==> src/rtl/mil1553_pkg.sv <==
// Purpose: shared types and constants for the 1553 transmit arbiter slice.
// Latency: n/a (types, constants and a gap-length helper only).
// Backpressure: n/a.
package mil1553_pkg;

   typedef enum logic [1:0] {
      ST_IDLE = 2'd0,
      ST_ARB  = 2'd1,
      ST_XFER = 2'd2,
      ST_GAP  = 2'd3
   } state_t;

   // tuser[0] selects the sync pattern the encoder emits for the word.
   localparam logic TUSER_CMD_SYNC  = 1'b1;
   localparam logic TUSER_DATA_SYNC = 1'b0;

   // 1 command word + 32 data words.
   localparam int MAX_WORDS_DEF = 33;

   // Inter-message gap length in aclk cycles.
   function automatic int gap_cycles(input int clk_hz, input int gap_us);
      return (clk_hz / 1000000) * gap_us;
   endfunction

endpackage

==> src/rtl/mil1553_gap_timer.sv <==
// Purpose: down-counter timing the idle gap between two granted messages.
// Latency: done drops the cycle after load; it rises GAP_CYCLES-1 counting cycles later.
// Backpressure: none; count is ignored once the counter has reached zero.
// Ports: aclk/arstn clock and async active-low reset; load presets the counter to
//        GAP_CYCLES-1; count decrements it; done is high while the counter is zero.
module mil1553_gap_timer #(
   parameter int GAP_CYCLES = 200
) (
   input  logic aclk,
   input  logic arstn,
   input  logic load,
   input  logic count,
   output logic done
);

   localparam int            CW       = (GAP_CYCLES > 1) ? $clog2(GAP_CYCLES) : 1;
   localparam logic [CW-1:0] LOAD_VAL = (GAP_CYCLES > 0) ? CW'(GAP_CYCLES - 1) : '0;

   logic [CW-1:0] cnt;

   always_ff @(posedge aclk or negedge arstn) begin
      if (!arstn) begin
         cnt <= '0;
      end else if (load) begin
         cnt <= LOAD_VAL;
      end else if (count && (cnt != '0)) begin
         cnt <= cnt - CW'(1);
      end
   end

   assign done = (cnt == '0);

endmodule

==> src/rtl/mil1553_tx_arbiter.sv <==
// Purpose: grants the single 1553 encoder input to one of two word streams, whole
//          messages at a time, round-robin, with a timed idle gap after each message.
// Latency: first word reaches m_* 2 cycles after tvalid rises; XFER is a combinational pass-through.
// Backpressure: granted s*_tready follows m_tready; ungranted and in-gap tready are held 0.
// Ports: aclk/arstn; s0_*/s1_* requester word streams (tdata, tuser, tlast, tvalid, tready);
//        m_* encoder stream; grant (one-hot), busy, err_overlen / err_sync single-cycle pulses.
module mil1553_tx_arbiter
   import mil1553_pkg::*;
#(
   parameter int CLOCK_SPEED = 50000000,
   parameter int GAP_US      = 4,
   parameter int MAX_WORDS   = MAX_WORDS_DEF
) (
   input  logic        aclk,
   input  logic        arstn,
   input  logic [15:0] s0_tdata,
   input  logic [7:0]  s0_tuser,
   input  logic        s0_tlast,
   input  logic        s0_tvalid,
   output logic        s0_tready,
   input  logic [15:0] s1_tdata,
   input  logic [7:0]  s1_tuser,
   input  logic        s1_tlast,
   input  logic        s1_tvalid,
   output logic        s1_tready,
   output logic [15:0] m_tdata,
   output logic [7:0]  m_tuser,
   output logic        m_tvalid,
   input  logic        m_tready,
   output logic [1:0]  grant,
   output logic        busy,
   output logic        err_overlen,
   output logic        err_sync
);

   localparam int            GAP_CYCLES = gap_cycles(CLOCK_SPEED, GAP_US);
   localparam int            CW         = (MAX_WORDS > 1) ? $clog2(MAX_WORDS) : 1;
   localparam logic [CW-1:0] LAST_IDX   = CW'(MAX_WORDS - 1);

   state_t        state;
   logic [1:0]    grant_q;
   logic          busy_q;
   logic          ptr;        // channel that wins when both requesters are valid
   logic [CW-1:0] count;      // words handshaken in the current grant

   logic [15:0]   sel_data;
   logic [7:0]    sel_user;
   logic          sel_last;
   logic          sel_vld;
   logic          hs;
   logic          at_cap;
   logic          msg_end;
   logic          gap_load;
   logic          gap_done;

   // Granted-channel mux; everything reads as zero without a grant.
   always_comb begin
      sel_data = '0;
      sel_user = '0;
      sel_last = 1'b0;
      sel_vld  = 1'b0;
      case (grant_q)
         2'b01: begin
            sel_data = s0_tdata;
            sel_user = s0_tuser;
            sel_last = s0_tlast;
            sel_vld  = s0_tvalid;
         end
         2'b10: begin
            sel_data = s1_tdata;
            sel_user = s1_tuser;
            sel_last = s1_tlast;
            sel_vld  = s1_tvalid;
         end
         default: ;
      endcase
   end

   assign m_tdata   = sel_data;
   assign m_tuser   = sel_user;
   assign m_tvalid  = sel_vld;
   assign s0_tready = grant_q[0] & m_tready;
   assign s1_tready = grant_q[1] & m_tready;
   assign grant     = grant_q;
   assign busy      = busy_q;

   assign hs      = sel_vld & m_tready;
   assign at_cap  = (count == LAST_IDX);
   // A message closes on tlast or when the word cap is hit; leftover words
   // from the requester become a fresh message at the next arbitration.
   assign msg_end = hs & (sel_last | at_cap);

   assign err_sync    = hs & (count == '0) & (sel_user[0] == TUSER_DATA_SYNC);
   assign err_overlen = hs & at_cap & ~sel_last;

   assign gap_load = (state == ST_XFER) & msg_end;

   mil1553_gap_timer #(
      .GAP_CYCLES (GAP_CYCLES)
   ) u_gap_timer (
      .aclk  (aclk),
      .arstn (arstn),
      .load  (gap_load),
      .count (state == ST_GAP),
      .done  (gap_done)
   );

   always_ff @(posedge aclk or negedge arstn) begin
      if (!arstn) begin
         state   <= ST_IDLE;
         grant_q <= 2'b00;
         busy_q  <= 1'b0;
         ptr     <= 1'b0;
         count   <= '0;
      end else begin
         case (state)
            ST_IDLE: begin
               if (s0_tvalid || s1_tvalid) begin
                  state  <= ST_ARB;
                  busy_q <= 1'b1;
               end
            end
            ST_ARB: begin
               if (s0_tvalid && s1_tvalid) begin
                  grant_q <= ptr ? 2'b10 : 2'b01;
                  state   <= ST_XFER;
               end else if (s0_tvalid) begin
                  grant_q <= 2'b01;
                  state   <= ST_XFER;
               end else if (s1_tvalid) begin
                  grant_q <= 2'b10;
                  state   <= ST_XFER;
               end else begin
                  state  <= ST_IDLE;
                  busy_q <= 1'b0;
               end
            end
            ST_XFER: begin
               if (msg_end) begin
                  grant_q <= 2'b00;
                  count   <= '0;
                  ptr     <= grant_q[0];   // hand priority to the other channel
                  if (GAP_CYCLES == 0) begin
                     state  <= ST_IDLE;
                     busy_q <= 1'b0;
                  end else begin
                     state <= ST_GAP;
                  end
               end else if (hs) begin
                  count <= count + CW'(1);
               end
            end
            ST_GAP: begin
               if (gap_done) begin
                  state  <= ST_IDLE;
                  busy_q <= 1'b0;
               end
            end
            default: begin
               state   <= ST_IDLE;
               grant_q <= 2'b00;
               busy_q  <= 1'b0;
            end
         endcase
      end
   end

endmodule

==> config.mk <==
export PLATFORM = sky130hd
export DESIGN_NAME = mil1553_tx_arbiter
export DESIGN_NICKNAME = d
export VERILOG_FILES = /design/src/rtl/mil1553_pkg.sv /design/src/rtl/mil1553_gap_timer.sv /design/src/rtl/mil1553_tx_arbiter.sv
export SDC_FILE = /design/constraint.sdc
export NUM_CORES = 1
export LEC_CHECK = 0
export CAP_MARGIN = 30
export CORE_MARGIN = 5
export CORE_UTILIZATION = 42
export CTS_CLUSTER_DIAMETER = 80
export CTS_CLUSTER_SIZE = 40
export DETAILED_ROUTE_END_ITERATION = 8
export PLACE_DENSITY = 0.86
export SLEW_MARGIN = 20
export SYNTH_ARGS = -nofsm -noshare
export SYNTH_HDL_FRONTEND = slang
export SYNTH_HIERARCHICAL = 1
export SYNTH_SLANG_ARGS = --single-unit
==> constraint.sdc <==
create_clock -name aclk -period 3.7 [get_ports aclk]
set_input_delay 0.555 -clock aclk [delete_from_list [all_inputs] [get_ports aclk]]
set_output_delay 0.555 -clock aclk [all_outputs]
set_load 0.05 [all_outputs]
## Yosys cells after proc, flatten, opt, wreduce, memory -nomap -nowiden

Index checks and enable logic that the tools add are counted.

| word-level totals | value |
|---|---|
| output and inout port bits | 32 |
| input port bits | 55 |
| flip-flop bits (word level) | 20 |

| operators by class | value |
|---|---|
| bitwise operators | 12 |
| add/subtract/negate cells | 2 |
| equality and inequality tests | 13 |
| multiplexer cells | 27 |
| reduce and logical (&&, ||, !) cells | 16 |

Operators with widths:

| operator | count |
|---|---|
| $pmux 16 s2 | 1 |
| $mux 2 | 11 |
| $mux 8 | 2 |
| $pmux 8 s2 | 1 |
| $mux 6 | 2 |
| $ne 2x2->1 const B | 6 |
| $and 1x1->1 | 9 |
| $logic_not 8->1 | 1 |
| $pmux 2 s4 | 1 |
| $reduce_bool 8->1 | 1 |
| $sub 8x1->8 const B | 1 |
| $add 6x1->6 const B | 1 |
| $eq 2x2->1 const B | 3 |
| $eq 6x6->1 const B | 1 |
| $logic_not 6->1 | 1 |
| $reduce_and 3->1 | 2 |
| $reduce_and 6->1 | 1 |
| $reduce_bool 2->1 | 3 |
| $mux 1 | 5 |
| $eq 2x1->1 const B | 2 |
| $ne 4x4->1 const B | 1 |
| $pmux 1 s2 | 2 |
| $pmux 2 s2 | 1 |
| $reduce_and 2->1 | 2 |
| other kinds (7) | 9 |

## Logic depth before layout (Yosys ltp)

| depth | value |
|---|---|
| depth in word-level cells | 6 |
| gate-level depth with buffers | 10 |
| mapped depth without buffers | 9 |

## By module

The synthesis kept the hierarchy.

By module, submodules not included:

| module | times used | area an instance (um2) | seq. area each (um2) | cells each |
|---|---|---|---|---|
| mil1553_tx_arbiter | 1 | 1099.8 | 300.3 | 142 |
| mil1553_gap_timer | 1 | 478.0 | 200.2 | 47 |

## Worst setup path before layout

OpenSTA, ideal clock, no wires.

| timing | value |
|---|---|
| path kind | register to output |
| from | register grant_q[0], in the netlist grant[0] |
| to | output err_sync |
| path buffers | 1 |
| cell stages (with the launch flop) | 7 |
| required time | 3145 ps |
| setup slack | -510 ps |
| arrival time | 3655 ps |
| cells stage by stage | dfrtp_1 -> inv_1 -> ha_1 -> clkbuf_1 -> nor2_1 -> nand2_1 -> nor4_1 |

| on the way | value |
|---|---|
| longest elaborated chain between the ends | 5 |
| elaborated cells between the ends (all ways) | 8 |

RTL lines:

| item | RTL line | text |
|---|---|---|
| start, declared | mil1553_tx_arbiter.sv:41 | `logic [1:0] grant_q;` |
| start signal, assigned | mil1553_tx_arbiter.sv:125 | `grant_q <= ptr ? 2'b10 : 2'b01;` |
| $eq 2x2->1 or $eq 2x1->1 (tied branches) | mil1553_tx_arbiter.sv:62 | `case (grant_q)` |
| $pmux 1 s2 * | mil1553_tx_arbiter.sv:62 |  |
| via m_tvalid | mil1553_tx_arbiter.sv:28 | `output logic m_tvalid,` |
| $and 1x1->1 * | mil1553_tx_arbiter.sv:87 | `assign hs = sel_vld & m_tready;` |
| $and 1x1->1 * (2 in a row) | mil1553_tx_arbiter.sv:93 | `assign err_sync = hs & (count == '0) & (sel_user[0] == TUSER_DATA_SYNC);` |
| end, declared | mil1553_tx_arbiter.sv:33 | `output logic err_sync` |

The timed path passes the listed nets; every way through them passes the cells marked *.

## Worst setup path after layout

| timing | value |
|---|---|
| from | input s0_tvalid |
| to | output err_sync |

| on the way | value |
|---|---|
| longest elaborated chain between the ends | 4 |

RTL lines:

| item | RTL line | text |
|---|---|---|
| start, declared | mil1553_tx_arbiter.sv:19 | `input logic s0_tvalid,` |
| $pmux 1 s2 | mil1553_tx_arbiter.sv:62 |  |
| $and 1x1->1 | mil1553_tx_arbiter.sv:87 |  |
| $and 1x1->1 (2 in a row) | mil1553_tx_arbiter.sv:93 |  |

Every way passes these cells.

==> summary.md <==
| Metric | Value |
|---|---|
| Commonest non-fill, non-tap cells in the layout | clkdlybuf4s50_1, nor2_1, a22oi_1 |
| Setup Skew | 0.00336 ns |
| Core box area | 0.00366 sq mm |
| Initial DRC count | 76 |
| Synthesized instance count | 189 |
| CTS tree | done |
| Worst skew pair latency | 0.25 ns |
| Least-Margin Pin Slew | 0.562 ns |
| Number of global-route vias before repair | 1603 |
| Grt total ovfl | 0 |
| DP HPWL | 4160 um |
| Total of max-cap violations | 0 |
| FMAX | 0.324 GHz |
| Final hold slack | 0.530 ns |
| Initial Util | 0.431 |
| Fraction of layout cells with a size suffix above 1 | 0.0735 |
| Worst rel slew slack | 0.624 |
| Yosys top cell area share | 0.317 |
| Wire length per cell | 16.4 um |
| Top FF cell, synth | dfrtp_1 |
| Min-Delay Path Class | in2async |
| Drt drc | 0 |
| Commonest non-fill, non-tap cell in the layout | clkdlybuf4s50_1 |
| Final-stage net count | 339 |
| Vias | 1726 |
| Worst-case clock buffer depth | 2 |
| Status | completed |
| DR vias/cell | 5.39 |
| Static Leakage | 1.02 nW |
| Die W | 71.3 um |
| Clk sink count | 20 |
| Clock transition at path regs | 0.07 ns |
| Setup bufs post-CTS | 0 |
| Fin crit period | 3.09 ns |
| Die Span Y | 71.3 um |
| Synth top area cells | dfrtp_1, a22oi_1, nor2_1 |
| Max Slew Vio Count | 0 |
| Final hold violations | 0 |
| Buffers added on ports | 86 |
| RSZ-0062 raised after global routing | no |
| CTS H-tree depth | 1 |
| Drt first pass iters | 4 |
| DIE AREA | 0.00508 sq mm |
| TNS Setup | 0 ns |
| Avg Inst Size Synth | 8.35 sq um |
| Syn nets | 254 |
| Dominant cell type by area after synthesis | dfrtp_1 |
| Synth-to-Final Area Change | 61.9% |
| Antenna diodes | 0 |
| Max VDD drop | 412 uV |
| Hold Buf Count CTS | 0 |
| Post-CTS Resized | 0 |
| Mapped Area | 0.00158 sq mm |
| Yosys warnings | 6 |
| Final weighted congestion in routability-driven placement | 0.798 |
| Gr usage total | 0.197 |
| I/O pins | 87 |
| Post-synthesis register bit count | 20 |
| Post-synth ARST share | 1.00 |
| WS Path Type | in2out |
| Largest net degree at the start of global routing | 25 |
| CP startpoint kind | input pin |
| WP data arrival | 2.53 ns |
| Final worst path period share | 0.834 |
| EDFF count, synth | 0 |
| PwrDens | 841 mW/mm^2 |
| CP Max Fanout | 5 |
| Root buffer cell | clkbuf_8 |
| First-pass GRT wire length | 8090 um |
| Critical Path RT | 3.14 ns |
| Total wire length | 5250 um |
| Initial antenna violation count | 0 |
| Crit. End Element | output pin |
| Final setup viols | 0 |
| # rows | 22 |
| Post-synthesis sequential area ratio | 0.317 |
| CTS Buf Count | 3 |
| Yosys cell types | 39 |
| Antenna-violating nets left | 0 |
-- worst max-delay path: stages --
cell and delay, ns:
clkdlybuf4s50_1 0.53, a22oi_1 0.10, nor2_1 0.20, nand2_1 0.13, nor4_2 0.16, clkdlybuf4s50_1 0.85
-- area by class of cell --
cell class,count,area [sq um]
Inverter,12,45.0
Tap cell,48,60.1
Fill cell,303,1110
Sequential cell,20,500
Multi-Input combinational cell,146,1000
Timing Repair Buffer,91,906
Clock buffer,3,41.3
-- per-layer routing --
metal / GRT usage / vias up / wire length [um]
met5: 0 / - / 0
met4: 0.0397 / 0 / 69
met3: 0.0351 / 9 / 382
met2: 0.365 / 72 / 2650
met1: 0.235 / 795 / 2150
li1: - / 850 / -
-- logic make-up after synthesis --
group	after synthesis	synth area share
AOI/OAI and AO/OA	55	0.247
DFF	20	0.317
buffers and inverters	23	0.0547
adders and majority gates	10	0.0793
and+or+nand+nor	72	0.242
xor gates and xnor gates	1	0.00555
muxes	8	0.0539
-- Yosys cell counts (all sizes together), types with 3 or more instances --
cell	instances
nor3	5
mux2	4
mux2i	4
nor2b	3
ha	10
a22oi	26
dfrtp	20
nand2	7
nor2	39
o21ai	13
clkbuf	9
inv	12
a21oi	6
-- path summary, 6_finish.rpt --
path                            depth (start not counted)                from  slack [ns]   endpoint
worst max-delay path                                    6           s0_tvalid        0.61   err_sync
worst min-delay path                                    1               arstn        0.53   count[0]
worst max register to register                          8  u_gap_timer/cnt[0]        1.26  flip-flop
worst min register to register                          1                 ptr        0.55        ptr
max in group asynchronous                               2               arstn        2.78   count[3]
min in group aclk                                       1                 ptr        0.55        ptr
-- report_power, final --
part	internal, mW	switching [mW]	leakage, nW
logic	0.592	1.04	0.757
registers	0.297	0.0829	0.238
clock network	0.0724	0.0667	0.0216
total	0.961	1.19	1.02
-- state kept, by name, indices dropped and copies added, names as in the netlist, named ones only --
register         flops
count                6
grant                2
ptr                  1
busy                 1
state                1
u_gap_timer/cnt      8
-- metrics by stage --
| stage | worst slack [ns] | power (mW) | instances | cell area [sq um] | util |
|---|---|---|---|---|---|
| 2_1_floorplan | 0.0178 | 1.50 | 189 | 1590 | - |
| 3_5_place_dp | 0.606 | 2.02 | 316 | 2500 | 0.683 |
| 5_1_grt | 0.501 | 2.29 | 320 | 2550 | 0.698 |
| 6_report | 0.614 | 2.15 | 320 | 2550 | 0.698 |
| 3_3_place_gp | 0.651 | 1.98 | 316 | 2500 | 0.683 |
| 4_1_cts | 0.598 | 2.16 | 319 | 2540 | 0.694 |
Power figures use the tool's default switching activity.
